**src/rtl/keypad_scanner_if.sv**
```systemverilog
// keypad_scanner_if: keypad row/column pins plus the decoded key-event outputs.
// master is the scanner side, slave is the keypad/consumer side.
interface keypad_scanner_if #(
    parameter int ROWS = 4,
    parameter int COLS = 4
);
    logic [COLS-1:0]              col_in;
    logic [ROWS-1:0]              row_out;
    logic                         key_valid;
    logic [$clog2(ROWS)-1:0]      key_row;
    logic [$clog2(COLS)-1:0]      key_col;
    logic [$clog2(ROWS*COLS)-1:0] key_code;
    logic                         key_held;
    logic                         multi_err;
    modport master (
        input  col_in,
        output row_out, key_valid, key_row, key_col, key_code, key_held, multi_err
    );
    modport slave (
        output col_in,
        input  row_out, key_valid, key_row, key_col, key_code, key_held, multi_err
    );
endinterface

```
**src/rtl/keypad_scanner.sv**
```systemverilog
// keypad_scanner: row-by-row matrix keypad scan with debounce, single-key events,
// optional auto-repeat and multi-key rejection.
module keypad_scanner #(
    parameter int ROWS            = 4,
    parameter int COLS            = 4,
    parameter int SETTLE_CYCLES   = 4,
    parameter int DEBOUNCE_CYCLES = 50000,
    parameter int REPEAT_EN       = 0,
    parameter int REPEAT_DELAY    = 25000000,
    parameter int REPEAT_RATE     = 5000000
) (
    input logic             clk,
    input logic             reset,
    keypad_scanner_if.master kp
);
    localparam int RW   = $clog2(ROWS);
    localparam int CW   = $clog2(COLS);
    localparam int KW   = $clog2(ROWS*COLS);
    localparam int SW   = $clog2(SETTLE_CYCLES);
    localparam int DW   = $clog2(DEBOUNCE_CYCLES + 1);
    localparam int RMAX = REPEAT_DELAY > REPEAT_RATE ? REPEAT_DELAY : REPEAT_RATE;
    localparam int PW   = $clog2(RMAX + 1);
    localparam logic [RW-1:0] R_LAST = RW'(ROWS - 1);
    localparam logic [SW-1:0] S_LAST = SW'(SETTLE_CYCLES - 1);
    localparam logic [DW-1:0] D_LAST = DW'(DEBOUNCE_CYCLES - 1);

    typedef enum logic [1:0] {SCAN, DEBOUNCE, HELD, RELEASE} state_t;

    state_t          state, state_n;
    logic [COLS-1:0] s1, cs;
    logic [RW-1:0]   ri, ri_n, ri_inc;
    logic [SW-1:0]   sc, sc_n;
    logic [DW-1:0]   dc, dc_n;
    logic [PW-1:0]   rc, rc_n, rc_inc, rc_lim;
    logic            rep, rep_n;
    logic [CW-1:0]   cand, cand_n, col_idx;
    logic            accept, valid_n, held_n, merr_n;

    assign kp.row_out = ROWS'(1) << ri;

    always_comb begin
        ri_inc  = (ri == R_LAST) ? '0 : ri + RW'(1);
        rc_lim  = rep ? PW'(REPEAT_RATE) : PW'(REPEAT_DELAY);
        rc_inc  = (rc == rc_lim) ? rc : rc + PW'(1);
        col_idx = '0;
        for (int i = 0; i < COLS; i++) if (cs[i]) col_idx = CW'(i);
        state_n = state;
        ri_n    = ri;
        sc_n    = sc;
        dc_n    = dc;
        rc_n    = rc;
        rep_n   = rep;
        cand_n  = cand;
        accept  = 1'b0;
        valid_n = 1'b0;
        merr_n  = 1'b0;
        held_n  = kp.key_held;
        case (state)
            SCAN: begin
                if (sc != S_LAST) sc_n = sc + SW'(1);
                else begin
                    sc_n = '0;
                    if ($onehot(cs)) begin
                        state_n = DEBOUNCE;
                        cand_n  = col_idx;
                        dc_n    = '0;
                    end else begin
                        ri_n   = ri_inc;
                        merr_n = |cs;
                    end
                end
            end
            DEBOUNCE: begin
                if (cs != (COLS'(1) << cand)) begin
                    state_n = SCAN;
                    ri_n    = ri_inc;
                end else if (dc == D_LAST) begin
                    state_n = HELD;
                    accept  = 1'b1;
                    valid_n = 1'b1;
                    held_n  = 1'b1;
                    rc_n    = '0;
                    rep_n   = 1'b0;
                end else dc_n = dc + DW'(1);
            end
            HELD: begin
                if (cs == '0) begin
                    state_n = RELEASE;
                    dc_n    = '0;
                end else if (REPEAT_EN != 0) begin
                    // First period uses REPEAT_DELAY, every later one REPEAT_RATE.
                    rc_n = rc_inc;
                    if (rc_inc == rc_lim) begin
                        valid_n = 1'b1;
                        rc_n    = '0;
                        rep_n   = 1'b1;
                    end
                end
            end
            RELEASE: begin
                if (cs != '0) state_n = HELD;
                else if (dc == D_LAST) begin
                    state_n = SCAN;
                    ri_n    = ri_inc;
                    held_n  = 1'b0;
                end else dc_n = dc + DW'(1);
            end
            default: state_n = SCAN;
        endcase
    end

    always_ff @(posedge clk or posedge reset) begin
        if (reset) begin
            state        <= SCAN;
            s1           <= '0;
            cs           <= '0;
            ri           <= '0;
            sc           <= '0;
            dc           <= '0;
            rc           <= '0;
            rep          <= 1'b0;
            cand         <= '0;
            kp.key_valid <= 1'b0;
            kp.key_row   <= '0;
            kp.key_col   <= '0;
            kp.key_code  <= '0;
            kp.key_held  <= 1'b0;
            kp.multi_err <= 1'b0;
        end else begin
            state        <= state_n;
            s1           <= kp.col_in;
            cs           <= s1;
            ri           <= ri_n;
            sc           <= sc_n;
            dc           <= dc_n;
            rc           <= rc_n;
            rep          <= rep_n;
            cand         <= cand_n;
            kp.key_valid <= valid_n;
            kp.key_held  <= held_n;
            kp.multi_err <= merr_n;
            if (accept) begin
                kp.key_row  <= ri;
                kp.key_col  <= cand;
                kp.key_code <= KW'(ri) * KW'(COLS) + KW'(cand);
            end
        end
    end
endmodule

```
**src/flat_wrapper.sv**
```systemverilog
// flat-port wrapper written by rule: the top's interface ports become plain ports
module keypad_scanner_flat 
#(
    parameter int ROWS            = 4,
    parameter int COLS            = 4,
    parameter int SETTLE_CYCLES   = 4,
    parameter int DEBOUNCE_CYCLES = 50000,
    parameter int REPEAT_EN       = 0,
    parameter int REPEAT_DELAY    = 25000000,
    parameter int REPEAT_RATE     = 5000000
)
  (clk, reset, kp_col_in, kp_row_out, kp_key_valid, kp_key_row, kp_key_col, kp_key_code, kp_key_held, kp_multi_err);
  keypad_scanner_if #(.ROWS(ROWS), .COLS(COLS)) kp_i ();
  input logic clk;
  input logic reset;
  input wire logic [$bits(kp_i.col_in)-1:0] kp_col_in;
  output wire logic [$bits(kp_i.row_out)-1:0] kp_row_out;
  output wire logic [$bits(kp_i.key_valid)-1:0] kp_key_valid;
  output wire logic [$bits(kp_i.key_row)-1:0] kp_key_row;
  output wire logic [$bits(kp_i.key_col)-1:0] kp_key_col;
  output wire logic [$bits(kp_i.key_code)-1:0] kp_key_code;
  output wire logic [$bits(kp_i.key_held)-1:0] kp_key_held;
  output wire logic [$bits(kp_i.multi_err)-1:0] kp_multi_err;
  assign kp_i.col_in = kp_col_in;
  assign kp_row_out = kp_i.row_out;
  assign kp_key_valid = kp_i.key_valid;
  assign kp_key_row = kp_i.key_row;
  assign kp_key_col = kp_i.key_col;
  assign kp_key_code = kp_i.key_code;
  assign kp_key_held = kp_i.key_held;
  assign kp_multi_err = kp_i.multi_err;
  keypad_scanner #(.ROWS(ROWS), .COLS(COLS), .SETTLE_CYCLES(SETTLE_CYCLES), .DEBOUNCE_CYCLES(DEBOUNCE_CYCLES), .REPEAT_EN(REPEAT_EN), .REPEAT_DELAY(REPEAT_DELAY), .REPEAT_RATE(REPEAT_RATE)) u_core (.clk(clk), .reset(reset), .kp(kp_i));
endmodule
```
**config.mk**
```make
export PLATFORM = sky130hd
export DESIGN_NAME = keypad_scanner_flat
export DESIGN_NICKNAME = d
export VERILOG_FILES = /design/src/rtl/keypad_scanner_if.sv /design/src/rtl/keypad_scanner.sv /design/src/flat_wrapper.sv
export SDC_FILE = /design/constraint.sdc
export NUM_CORES = 1
export LEC_CHECK = 0
export CORE_MARGIN = 5
export CORE_UTILIZATION = 50
export CTS_CLUSTER_DIAMETER = 200
export CTS_CLUSTER_SIZE = 14
export DETAILED_ROUTE_END_ITERATION = 16
export GPL_TIMING_DRIVEN = 0
export PLACE_DENSITY = 0.71
export SLEW_MARGIN = 20
export SYNTH_ARGS = -nofsm -noshare
export SYNTH_HDL_FRONTEND = slang
export SYNTH_SLANG_ARGS = --single-unit
```
**constraint.sdc**
```tcl
create_clock -name clk -period 3.3 [get_ports clk]
set_input_delay 0.66 -clock clk [delete_from_list [all_inputs] [get_ports clk]]
set_output_delay 0.66 -clock clk [all_outputs]
set_load 0.02 [all_outputs]
```
==> Word-level counts from Yosys, hierarchy flattened <==
Cells that the tools add are included.
{ "totals": {"word_cells": 90, "regBits": 43, "input_bits": 6, "output_inout_bits": 15} }
{ "op_classes": {"n_addsub": 7, "n_bitwise": 1, "mux": 37, "eq_ne": 19, "shifts": 2, "reduce_logical": 11} }
{ "op_table": {"columns": ["cell", "n"], "rows": [
  ["$mux W16", 6],
  ["$pmux W16 S4", 1],
  ["$mux W2", 16],
  ["$add A16 B1 Y16 const B", 1],
  ["$eq A16 B16 Y1 const B", 1],
  ["$reduce_and A5 Y1", 3],
  ["$mux W1", 11],
  ["$ne A2 B1 Y1 const B", 5],
  ["$ne A2 B2 Y1 const B", 5],
  ["$pmux W2 S4", 1],
  ["$shl A1 B2 Y4 const A", 2],
  ["$eq A2 B2 Y1 const B", 3],
  ["$ne A3 B1 Y1 const B", 2],
  ["$pmux W2 S3", 1],
  ["$reduce_and A6 Y1", 1],
  ["$add A1 B1 Y2", 2],
  ["$add A2 B1 Y2 const B", 2],
  ["$add A4 B2 Y4", 1],
  ["$logic_not A4 Y1", 1],
  ["$ne A4 B4 Y1", 1],
  ["$reduce_bool A4 Y1", 1],
  ["$reduce_or A4 Y1", 1],
  ["$add A3 B3 Y3", 1],
  ["$eq A3 B1 Y1 const B", 1],
  ["other kinds (7)", 7]
]} }

==> Depth between registers and ports, before layout <==
{ "depth": {"ltp_word": 6, "mapped_depth": 12, "mapped_depth_nobuf": 11} }

==> Worst setup path after synthesis <==
OpenSTA, ideal clock, no wires.
{ "synth_path": {"path_kind": "register to register", "startpoint": "register u_core.cs[1]", "endpoint": "register u_core.dc[5]", "stages_incl_launch_ff": 12, "setup_slack_ns": 0.518, "arrival_time_ns": 2.713, "required_ns": 3.231, "synth_period_minus_slack_ns": 2.782, "path_buffers": 1, "setup_time_ns": 0.069, "path_cell_list": "dfrtp_1 -> inv_1 -> ha_1 -> ha_1 -> fa_1 -> nor3b_1 -> nand3_1 -> o21a_1 -> o21a_4 -> buf_6 -> or4_1 -> nand3_1"} }
{ "synth_via": {"elab_chain_len": 5, "word_cells_on_any_way": 11, "classes_between": "add/sub: 2; eq/ne: 6; reduce/logical: 3"} }
{ "synth_rtl": {"columns": ["element", "line_no", "rtl"], "rows": [
  ["start: declaration", "keypad_scanner.sv:30", "logic [COLS-1:0] s1, cs;"],
  ["start signal: assignment", "keypad_scanner.sv:116", "cs <= '0;"],
  ["start signal: assignment", "keypad_scanner.sv:132", "cs <= s1;"],
  ["$add A1 B1 Y2 (not written as such)", "keypad_scanner.sv:63", "if ($onehot(cs)) begin"],
  ["$add A3 B3 Y3 (not written as such)", "keypad_scanner.sv:63", null],
  ["$eq A3 B1 Y1", "keypad_scanner.sv:63", null],
  ["$ne A2 B1 Y1 (no line)", null, null],
  ["$reduce_and A5 Y1 (no line) (*)", null, null],
  ["end signal: assignment", "keypad_scanner.sv:135", "dc <= dc_n;"],
  ["end: declaration", "keypad_scanner.sv:33", "logic [DW-1:0] dc, dc_n;"]
]} }
Every way passes the cells marked *; elsewhere a longest branch is shown, timed or not.
A chain may end at the register's enable or synchronous reset.

==> Final worst setup path <==
Ends and elaborated chain as after synthesis.

==> summary.txt <==
==============================================================================
RSZ-0062 raised after global routing ............................           no
Source of the critical timing path .............................. u_core.cs[1]
Max-cap check violation count ...................................            0
Capturing element type of the critical path .....................         flop
I/O Pins ........................................................           21
Post-CTS Repair Setup Buffers ...................................            0
Final number of max-transition violations .......................            0
Post-route ant nets .............................................            0
End of the critical path ........................................ u_core.dc[5]
FF-to-FF End .................................................... u_core.dc[5]
Post-Route WL ...................................................      4.00 mm
Initial antenna violation count .................................            0
Slew at the pin with the worst max-slew slack ...................       681 ps
Clock tree from TritonCTS .......................................          yes
Ant. Diodes .....................................................            0
Sequential-to-total area share from yosys stat ..................        46.6%
Routed via count divided by cell count ..........................         5.55
DRC .............................................................            0
GR Util All Layers ..............................................        16.6%
GPL Wtd Cong ....................................................        0.781
Clock period minus worst slack ..................................      3000 ps
Syn Nets ........................................................          222
Die Y-Extent ....................................................      74.7 µm
Number of hold buffers added after cts ..........................            0
Required time worst endpoint ....................................      3530 ps
Number of distinct library cells after synthesis ................           45
Cell depth of the worst flop-to-flop path .......................           11
Number of cells produced by synthesis ...........................          204
Post-cts repair resize count ....................................            0
Data arrival at the endpoint of the critical path ...............      3230 ps
Global routing usage on met1 ....................................        23.3%
Clock Path Buffers ..............................................            2
First-pass GRT wire length ......................................      7.04 mm
Synthesis-stage register bit count ..............................           39
Primary flip-flop cell chosen by synthesis mapping .............. sky130_fd_sc_hd__dfrtp_1
Element type at the critical path start .........................         flop
Max-slew headroom at the worst pin ..............................        54.0%
Peak Freq .......................................................      333 MHz
Number of sinks on the clock net ................................           39
Lkg Pwr .........................................................      1.12 nW
Clock buffers created by TritonCTS ..............................            5
Final HPWL DP ...................................................      2.84 mm
Share of flip-flops with an asynchronous set or reset ...........         100%
Cell area after synthesis .......................................     2100 µm²
Result of the run ............................................... complete, no violations
Floorplan core area .............................................     4030 µm²
Most used routing layer .........................................         met2
Vias ............................................................         1570
Number of buffers added on ports ................................           20
Syn Area/Cell ...................................................     10.3 µm²
Maximum clock skew at final layout ..............................      4.07 ps
Number of placement rows ........................................           23
Final setup violation count .....................................            0
Fraction of the cycle the final worst path needs ................        91.0%
Die width .......................................................      74.7 µm
Die Area ........................................................     5590 µm²
Largest voltage drop on the vdd net .............................   0.000351 V
Initial Util ....................................................        52.0%
Clk pin slew, worst setup/hold paths ............................        70 ps
WL/cell .........................................................      14.1 µm
Layout cells sized above 1 ......................................        13.7%
Final worst hold slack ..........................................       355 ps
Kind of critical path ...........................................      reg2reg
Final net count .................................................          250
Largest net degree at the start of global routing ...............           32
Count of yosys warnings during synthesis ........................            0
Via count of the first global-routing pass ......................         1461
Critical Path Fanout Max ........................................           10
Clk Tree Root Cell .............................................. sky130_fd_sc_hd__clkbuf_8
Start of the worst register-to-register path .................... u_core.cs[1]
Number of enable-type register cells in the synthesized netlist .            0
Maximum level of the CTS H-tree .................................            2
Hold Vio Cnt, Final .............................................            0
Clock latency at the later pin of the worst-skew pair ...........       290 ps
GR met3 Demand/Resource .........................................        4.01%
Post-Route Setup TNS ............................................         0 ps
Number of DRC violations after detailed-routing iteration 0 .....           73
Total congestion overflow .......................................            0
Power per cell area .............................................   554 nW/µm²
GR Util met2 ....................................................        25.6%
Register-to-Register Setup Slack ................................       300 ps
Area growth from synthesis to layout ............................        20.1%
First-pass iteration count of the detailed router ...............            4
Class of the worst hold path ....................................      reg2reg
==============================================================================
## per-stage QoR
stage | util [%] | area (µm²) | setup slack [ps] | std cells | power (mW)
global route | 62.5 | 2520 | 52.4 | 283 | 1.48
CTS | 62.3 | 2510 | 129 | 283 | 1.41
global placement | 58.5 | 2360 | 257 | 274 | 0.918
detailed placement | 59.0 | 2380 | 180 | 275 | 0.932
finish | 62.5 | 2520 | 295 | 283 | 1.39
floorplan | - | 2100 | 518 | 204 | 0.822
## area by class of cell
type | count | area, µm²
clock buffer | 6 | 72.6
clock inverter | 2 | 60.1
multi-input combinational | 146 | 1030
fill | 344 | 1510
timing repair buffer | 21 | 220
tap | 50 | 62.6
sequential | 39 | 976
buffer | 9 | 57.6
inverter | 10 | 37.5
## where the power goes
group          switching, mW  total [mW]  internal, mW
logic                  0.172       0.335         0.163
registers             0.0558       0.589         0.534
clock network          0.167       0.469         0.302
## worst min path at each step
stage                            start           end  slack (ps)  cells past startpoint
after CTS                 u_core.s1[3]  u_core.cs[3]         360                      0
after global routing      u_core.s1[2]  u_core.cs[2]         370                      0
final                     u_core.s1[3]  u_core.cs[3]         350                      0
after floorplan           u_core.s1[0]  u_core.cs[0]         330                      0
after global placement    u_core.s1[2]  u_core.cs[2]         330                      0
after detailed placement  u_core.s1[3]  u_core.cs[3]         340                      0
## Yosys cell counts (2+ instances only)
cell | instances | share of area, %
sky130_fd_sc_hd__dfrtp_1 | 39 | 47
sky130_fd_sc_hd__nand3_1 | 24 | 5.7
sky130_fd_sc_hd__nand2_1 | 23 | 4.1
sky130_fd_sc_hd__nor2_1 | 12 | 2.1
sky130_fd_sc_hd__ha_1 | 11 | 6.6
sky130_fd_sc_hd__inv_1 | 10 | 1.8
sky130_fd_sc_hd__mux2_2 | 9 | 4.8
sky130_fd_sc_hd__o21ai_0 | 7 | 1.7
sky130_fd_sc_hd__or4_1 | 6 | 2.1
sky130_fd_sc_hd__buf_4 | 4 | 1.4
sky130_fd_sc_hd__nor3_1 | 4 | 0.96
sky130_fd_sc_hd__a211o_1 | 3 | 1.3
sky130_fd_sc_hd__a21oi_1 | 3 | 0.72
sky130_fd_sc_hd__and3_1 | 3 | 0.90
sky130_fd_sc_hd__and4_1 | 3 | 1.3
sky130_fd_sc_hd__clkbuf_1 | 3 | 0.54
sky130_fd_sc_hd__nand4_1 | 3 | 0.90
sky130_fd_sc_hd__nor4b_1 | 3 | 1.3
sky130_fd_sc_hd__a21o_1 | 2 | 0.72
sky130_fd_sc_hd__nand3b_1 | 2 | 0.72
sky130_fd_sc_hd__nand4b_1 | 2 | 0.84
sky130_fd_sc_hd__nor3b_1 | 2 | 0.72
sky130_fd_sc_hd__nor4bb_1 | 2 | 0.96
sky130_fd_sc_hd__o211ai_1 | 2 | 0.72
sky130_fd_sc_hd__o22a_1 | 2 | 0.84
## routing by layer
| layer | vias up | routed length, µm | share of wire [%] |
|---|---|---|---|
| met3 | 5 | 217 | 5.4 |
| met1 | 726 | 1910 | 48 |
| li1 | 798 | - | - |
| met5 | - | 0 | 0 |
| met4 | 0 | 52 | 1.3 |
| met2 | 41 | 1810 | 45 |
## registers in the layout, summed over array words and instances (netlist names)
signal               cells
u_core.kp.key_code       3
u_core.s1                4
u_core.state             2
u_core.kp.key_row        1
u_core.dc               16
u_core.kp.key_held       1
u_core.cand              2
u_core.ri                2
u_core.kp.key_valid      1
u_core.sc                2
u_core.kp.multi_err      1
u_core.cs                4
## cell usage in the layout (no fill, tap or decap), types with 2 or more instances in the layout
master / netlist / layout
sky130_fd_sc_hd__bufinv_16: 0 / 2
sky130_fd_sc_hd__nor4bb_1: 2 / 2
sky130_fd_sc_hd__nand3b_1: 2 / 2
sky130_fd_sc_hd__or4_1: 6 / 6
sky130_fd_sc_hd__clkbuf_8: 0 / 5
sky130_fd_sc_hd__nand4b_1: 2 / 2
sky130_fd_sc_hd__and3_1: 3 / 3
sky130_fd_sc_hd__inv_1: 10 / 9
sky130_fd_sc_hd__a21oi_1: 3 / 3
sky130_fd_sc_hd__nor2_1: 12 / 12
sky130_fd_sc_hd__nand3_1: 24 / 24
sky130_fd_sc_hd__o211ai_1: 2 / 2
sky130_fd_sc_hd__a21o_1: 2 / 2
sky130_fd_sc_hd__nand2_1: 23 / 23
sky130_fd_sc_hd__clkdlybuf4s50_1: 0 / 20
sky130_fd_sc_hd__ha_1: 11 / 11
sky130_fd_sc_hd__clkbuf_1: 3 / 4
sky130_fd_sc_hd__and4_1: 3 / 3
sky130_fd_sc_hd__a211o_1: 3 / 3
sky130_fd_sc_hd__o22a_1: 2 / 2
sky130_fd_sc_hd__nand4_1: 3 / 3
sky130_fd_sc_hd__buf_4: 4 / 4
sky130_fd_sc_hd__mux2_2: 9 / 9
sky130_fd_sc_hd__nor4b_1: 3 / 3
sky130_fd_sc_hd__dfrtp_1: 39 / 39
sky130_fd_sc_hd__nor3_1: 4 / 4
sky130_fd_sc_hd__o21ai_0: 7 / 7
## worst max-delay path, cell delays in order, from the launching register on
cell and delay (ps):
sky130_fd_sc_hd__dfrtp_1 420, sky130_fd_sc_hd__inv_1 80, sky130_fd_sc_hd__ha_1 280, sky130_fd_sc_hd__ha_1 210, sky130_fd_sc_hd__fa_1 450, sky130_fd_sc_hd__nor3b_2 290, sky130_fd_sc_hd__nand3_1 210, sky130_fd_sc_hd__o21a_1 170
sky130_fd_sc_hd__o21a_4 140, sky130_fd_sc_hd__buf_6 140, sky130_fd_sc_hd__or4_1 460, sky130_fd_sc_hd__nand3_1 100
## cell families after synthesis
family                   count (synthesis)  share of synthesized area [%]
buffers and inverters                   19                           4.54
AND/OR/NAND/NOR                        100                           27.6
flip-flops                              39                           46.6
adder cells (fa/ha/maj)                 12                           7.52
AO/OA/AOI/OAI                           24                           8.48
multiplexers                            10                           5.31
Power figures use the tool's default switching activity.
